<file path="src/rtl/dffasr_seq_ctrl.sv">
// Sequencer for the async RSTB/SETB pins and clock enable of a set/reset flop bank.
// Holds each strobe low for PULSE_CYC cycles and gates the clock for RECOV_CYC cycles after release.
module dffasr_seq_ctrl #(
    parameter int PULSE_CYC = 2,
    parameter int RECOV_CYC = 2
) (
    input  logic CLK,
    input  logic RST,
    input  logic RST_REQ,
    input  logic SET_REQ,
    output logic RSTB,
    output logic SETB,
    output logic CLK_EN,
    output logic BUSY,
    output logic ACK_R,
    output logic ACK_S
);
    localparam int MAXC = (PULSE_CYC > RECOV_CYC) ? PULSE_CYC : RECOV_CYC;
    localparam int CW   = $clog2(MAXC + 1);
    localparam logic [CW-1:0] PULSE_L = CW'(PULSE_CYC);
    localparam logic [CW-1:0] RECOV_L = CW'(RECOV_CYC);
    localparam logic [CW-1:0] ONE     = CW'(1);

    typedef enum logic [1:0] {IDLE, ASSERT, RECOVER, DONE} state_t;

    state_t        state, state_n;
    logic          kind, kind_n;        // 0 = clear, 1 = preset
    logic          req_seq, req_seq_n;  // sequence was asked for, so it earns an ACK
    logic          pend_r, pend_r_n;
    logic          pend_s, pend_s_n;
    logic [CW-1:0] cnt, cnt_n;
    logic          rstb_n, setb_n, clk_en_n, busy_n, ack_r_n, ack_s_n;
    logic          same_r, same_s;

    always_comb begin
        state_n   = state;
        kind_n    = kind;
        req_seq_n = req_seq;
        cnt_n     = cnt;
        // A request matching the strobe already low is folded into it.
        same_r    = (state == ASSERT) && !kind;
        same_s    = (state == ASSERT) && kind;
        pend_r_n  = pend_r | (RST_REQ & ~same_r);
        pend_s_n  = pend_s | (SET_REQ & ~same_s);
        if ((same_r && RST_REQ) || (same_s && SET_REQ))
            req_seq_n = 1'b1;

        case (state)
            IDLE, DONE: begin
                if (pend_r_n || pend_s_n) begin
                    state_n   = ASSERT;
                    cnt_n     = PULSE_L;
                    req_seq_n = 1'b1;
                    if (pend_r_n) begin
                        kind_n   = 1'b0;
                        pend_r_n = 1'b0;
                    end else begin
                        kind_n   = 1'b1;
                        pend_s_n = 1'b0;
                    end
                end else begin
                    state_n = IDLE;
                end
            end
            ASSERT: begin
                if (cnt == ONE) begin
                    state_n = RECOVER;
                    cnt_n   = RECOV_L;
                end else begin
                    cnt_n = cnt - ONE;
                end
            end
            RECOVER: begin
                if (cnt == ONE) state_n = DONE;
                else            cnt_n   = cnt - ONE;
            end
            default: state_n = IDLE;
        endcase

        rstb_n   = !((state_n == ASSERT) && !kind_n);
        setb_n   = !((state_n == ASSERT) && kind_n);
        clk_en_n = (state_n == IDLE) || (state_n == DONE);
        busy_n   = (state_n == ASSERT) || (state_n == RECOVER);
        ack_r_n  = (state_n == DONE) && req_seq_n && !kind_n;
        ack_s_n  = (state_n == DONE) && req_seq_n && kind_n;
    end

    // Reset lands directly in a clear pulse so the bank is cleared at power-on.
    always_ff @(posedge CLK or posedge RST) begin
        if (RST) begin
            state   <= ASSERT;
            kind    <= 1'b0;
            req_seq <= 1'b0;
            cnt     <= PULSE_L;
            pend_r  <= 1'b0;
            pend_s  <= 1'b0;
            RSTB    <= 1'b0;
            SETB    <= 1'b1;
            CLK_EN  <= 1'b0;
            BUSY    <= 1'b1;
            ACK_R   <= 1'b0;
            ACK_S   <= 1'b0;
        end else begin
            state   <= state_n;
            kind    <= kind_n;
            req_seq <= req_seq_n;
            cnt     <= cnt_n;
            pend_r  <= pend_r_n;
            pend_s  <= pend_s_n;
            RSTB    <= rstb_n;
            SETB    <= setb_n;
            CLK_EN  <= clk_en_n;
            BUSY    <= busy_n;
            ACK_R   <= ack_r_n;
            ACK_S   <= ack_s_n;
        end
    end
endmodule

</file>
<file path="config.mk">
export PLATFORM = sky130hd
export DESIGN_NAME = dffasr_seq_ctrl
export DESIGN_NICKNAME = d
export VERILOG_FILES = /design/src/rtl/dffasr_seq_ctrl.sv
export SDC_FILE = /design/constraint.sdc
export NUM_CORES = 1
export LEC_CHECK = 0
export BUFFER_PORTS_ARGS = -buffer_cell sky130_fd_sc_hd__buf_2
export CORE_MARGIN = 2
export CORE_UTILIZATION = 49
export CTS_CLUSTER_SIZE = 20
export DETAILED_ROUTE_END_ITERATION = 12
export GPL_TIMING_DRIVEN = 0
export PLACE_DENSITY = 0.72
export REMOVE_ABC_BUFFERS = 1
export SLEW_MARGIN = 20
export SYNTH_ARGS = -nofsm -noshare
export SYNTH_HDL_FRONTEND = slang
export SYNTH_SLANG_ARGS = --single-unit
</file>
<file path="constraint.sdc">
create_clock -name CLK -period 1.88 [get_ports CLK]
set_clock_uncertainty 0.2 [all_clocks]
set_input_delay 0.376 -clock CLK [delete_from_list [all_inputs] [get_ports CLK]]
set_output_delay 0.376 -clock CLK [all_outputs]
set_load 0.1 [all_outputs]
</file>
# After elaboration in Yosys (flattened, before gate mapping)
# Cells that the tools add are included.
# Widths: inputs -> output; s select.
# word_totals
regBits,14
in_bits,4
output_inout_bits,6
wordCells,68
# op_classes
eq_ne,9
n_reduce_logical,21
n_addsub,1
muxes,19
bitwise_logic,6
# op_table
cell,n
$mux 1,12
$pmux 2 s3,2
$mux 2,5
$logic_and 1x1->1,9
$eq 2x2->1 const B,4
$eq 2x1->1 const B,3
$logic_not 1->1,4
$logic_not 2->1,2
$logic_or 1x1->1,4
$ne 2x2->1 const B,2
$and 1x1->1,2
$not 1->1,2
$or 1x1->1,2
$reduce_and 2->1,1
$reduce_or 2->1,1
$sub 2x1->2 const B,1

# Longest topological paths before layout
# logic_depth
depth_word,11
ltp_mapped,8
ltp_nobuf,7

# Worst setup path after synthesis
# OpenSTA, ideal clock, no wires.
# synth_path
kind,register to register
from,register state[0]
to,register ACK_S
synth_period_minus_slack_ns,2.059
slack_ns,-0.179
t_required_ns,1.592
path_stages_with_launch,7
arrival_time_ns,1.771
setup_time_ns,0.088
cell_sequence,dfstp_2 > inv_1 > ha_1 > buf_2 > o311ai_1 > ha_1 > nor3b_1
# synth_between
elab_chain_len,11
elab_cells_between_ends,30
classes_between,4 x eq/ne; 10 x mux; 6 x bitwise; 10 x reduce/logical
# synth_lines
item,line,source
start: declaration,26,"state_t state, state_n;"
start signal: assignment,104,state <= state_n;
$eq 2x1->1,"41, 42, 48",
"$logic_and 1x1->1, on equally long branches","41, 42",
"$not 1->1, on equally long branches","43, 44",
"$and 1x1->1, on equally long branches","43, 44",
"$or 1x1->1, on equally long branches","43, 44",
$logic_or 1x1->1,50,if (pend_r_n || pend_s_n) begin
$mux 1,50,
$pmux 2 s3 *,48,case (state)
named net state_n[0],26,
$eq 2x2->1 *,85,ack_s_n = (state_n == DONE) && req_seq_n && kind_n;
$logic_and 1x1->1 * (2 in a row),85,
named net ack_s_n,32,"logic rstb_n, setb_n, clk_en_n, busy_n, ack_r_n, ack_s_n;"
end signal: assignment,115,ACK_S <= ack_s_n;
end: declaration,16,output logic ACK_S
# The timed path passes the listed nets; every way through them passes the cells marked *.
# A chain may end at the register's enable or synchronous reset.

# Final worst setup path
# Same ends and word-level chain as after synthesis.

==> impl_metrics.py <==
metrics = {
    "run_status": {
        "status": "finished, violations left",
        "violations": "negative setup slack",
    },
    "sta": {
        "finalWorstSetupSlack_ns": -0.08956,
        "worst_slew_margin_rel_pct": 65.91,
        "fin_crit_sh_pct": 104.8,
        "setup_viol": 7,
        "hold_viol_final": 0,
        "rsz0062_at_grt": "true",
        "max_freq_ghz": 0.5077,
        "finalMaxSlewViolations": 0,
        "worst_slew_pin_slew_ns": 0.5109,
        "post-route-min-period_ns": 1.970,
    },
    "worst_setup_path": {
        "crit_family": "flip-flops",
        "max_stage_delay_ns": 0.58,
        "critPathRequiredTime_ns": 1.88,
        "startpoint": "state[0]",
        "path_buf_inv": 1,
        "timing.rr.start": "state[0]",
        "arrival_ns": 1.97,
        "crit_fanout": 4,
        "crit_path_end_kind": "register",
        "critPathKind": "reg -> reg",
        "critPathSlowestCell": "dfstp_2",
        "crit_path_cell_trace": "inv_2 > ha_4 > o21ai_2 > a21o_1 > o311ai_4 > ha_2 > nor3b_2",
        "cp-start-kind": "register",
    },
    "clock_tree": {
        "cts.sinks": 14,
        "clock_latency_ns": 0.28,
        "cts_max_level": 1,
        "path_clk_slew_ns": 0.08,
        "clock-root-buffer": "clkbuf_4",
        "cts_tree": "built",
        "numCtsBuffers": 3,
        "max-clock-path-buffers": 2,
    },
    "route": {
        "via_count": 593,
        "drtPass1Iterations": 4,
        "route.detailed.drc": 0,
        "wl_um": 1567,
        "routedWlPerCell_um": 13.87,
        "vias_per_cell": 5.248,
        "antenna_left": 0,
        "drtIter0Drc": 7,
    },
    "placement": {
        "gp_congestion": 0.8053,
        "hpwlAfterDp_um": 881.2,
        "port_buffers": 9,
        "place_inst": 95,
        "pre_cts_ws_ns": -0.4433,
    },
    "logic_synthesis": {
        "syn_area_sq_um": 764.5,
        "yosys.area.top_type_share_pct": 32.73,
        "ys_seq_elements": 14,
        "ys_warn_count": 0,
        "yosysTopAreaCell": "dfrtp_1",
        "seq_area_frac_synth_pct": 46.48,
        "avgSynthCellArea_sq_um": 10.62,
        "synthTopCellsByArea": "dfrtp_1 (33%), dfstp_2 (14%), ha_1 (9.8%)",
        "synthCells": 72,
        "synth.distinct_cells": 26,
    },
    "grt": {
        "grt.overflow.total": 0,
        "track_usage_pct": 17.46,
        "antenna_found_initial": 0,
        "grt_first_pass_wirelength_um": 2352,
        "grt_pass1_vias": 550,
        "grt_start_max_net_pins": 15,
    },
    "cells_and_area": {
        "nets": 108,
        "postLayoutCoreUtil_pct": 71.51,
        "syn2layout_area_growth_pct": 39.28,
        "instances_no_fill": 113,
        "fillers": 93,
        "antenna_cells": 0,
        "drive_gt1_share_pct": 48.45,
    },
    "min_path": {
        "min_from": "RST_REQ",
        "hold_path_class": "in -> reg",
    },
    "floorplan": {
        "die_w_um": 43.50,
        "rows": 14,
        "die-area_sq_mm": 0.001892,
        "ios": 10,
        "die_h_um": 43.50,
        "coreArea_sq_mm": 0.001489,
        "start_util_pct": 51.34,
    },
    "flow_run": {
        "drv_cap": 0,
    },
}
## routing by layer
metal	track usage, %	vias to the layer above	share of wire, %
li1	-	300	-
met1	19.68	280	44
met2	29.85	11	52
met3	3.750	2	3.4
met4	10.91	0	0.96
met5	0	-	0
## cell usage after synthesis
library cell	count
a2111oi_4	1
a21boi_4	1
a21o_1	3
a21oi_1	8
buf_2	1
buf_6	1
dfrtp_1	10
dfstp_2	4
ha_1	6
inv_1	7
mux2_1	1
nand2_1	1
nand2b_1	1
nand2b_4	1
nand3_1	2
nand3b_1	1
nor2_1	9
nor2b_1	1
nor3_1	1
nor3b_1	1
o21a_1	4
o21ai_1	3
o311ai_1	1
o32ai_1	1
o41ai_1	1
or2_1	1
## repair_timing
action,CTS,global route
endpoints found under the hold margin,10,0
hold buffers,1,0
gates resized for setup,16,5
cloned,0,0
pin swaps,4,4
setup buffers,8,5
endpoints found under the setup margin,10,9
## logic make-up (layout without fill, tap and decap cells)
logic type	Yosys count	in the layout	synth area share (%)
DFF	14	14	46.48
buffers and inverters	9	34	5.565
adders and majority gates	6	6	9.820
muxes	1	1	1.473
AOI/OAI and AO/OA	23	23	23.57
and+or+nand+nor	19	19	13.09
## worst register-to-register path, stage by stage (launching register included)
cell	delay [ns]
dfstp_2	0.58
inv_2	0.05
ha_4	0.30
o21ai_2	0.07
a21o_1	0.19
o311ai_4	0.11
ha_2	0.25
nor3b_2	0.14
## cell usage in the layout, fill, tap and decap left out, types with 2 or more instances in the layout
| cell type | instances |
|---|---|
| a21o_1 | 3 |
| a21oi_1 | 8 |
| buf_2 | 9 |
| buf_4 | 12 |
| clkbuf_4 | 3 |
| dfrtp_1 | 10 |
| dfstp_2 | 4 |
| ha_4 | 4 |
| inv_1 | 5 |
| inv_2 | 2 |
| nand3_1 | 2 |
| nor2_1 | 9 |
| o21a_1 | 4 |
| o21ai_2 | 2 |
## sequential cells by signal, summed over array words and instances (netlist names)
name,flops
SETB,1
kind,1
pend_s,1
ACK_R,1
ACK_S,1
pend_r,1
BUSY,1
req_seq,1
CLK_EN,1
RSTB,1
cnt,2
state,2
## layout make-up
| type | instances | area, sq um | area share (%) |
|---|---|---|---|
| well taps | 16 | 20.02 | 1.880 |
| flip-flops and latches | 14 | 355.3 | 33.37 |
| clock buffers | 4 | 36.28 | 3.408 |
| multi-input cells | 49 | 470.5 | 44.18 |
| repair buffers | 23 | 156.4 | 14.69 |
| inverters | 7 | 26.28 | 2.468 |
## metrics by stage
step | setup TNS (ns) | hold slack, ns | cell area (sq um)
6_report | -0.4725 | 0.2684 | 1065
5_1_grt | -0.9557 | 0.3072 | 1065
4_1_cts | -0.1278 | 0.2671 | 998.5
3_5_place_dp | -2.373 | 0.2287 | 813.3
3_3_place_gp | -2.224 | 0.2207 | 813.3
2_1_floorplan | -0.6731 | 0.06236 | 748.2
## worst paths after layout
check / to / slack, ns / cells past startpoint
setup / recovery: ACK_S / -0.09 / 7
hold / removal: pend_r / 0.27 / 3
setup reg to reg: ACK_S / -0.09 / 7
hold reg to reg: req_seq / 0.33 / 2
max in group asynchronous: SETB / 0.66 / 3
min in group asynchronous: cnt[0] / 0.46 / 3
Power is not shown: default switching activity piles up to over one toggle a cycle in this logic, so the estimate is an artifact.
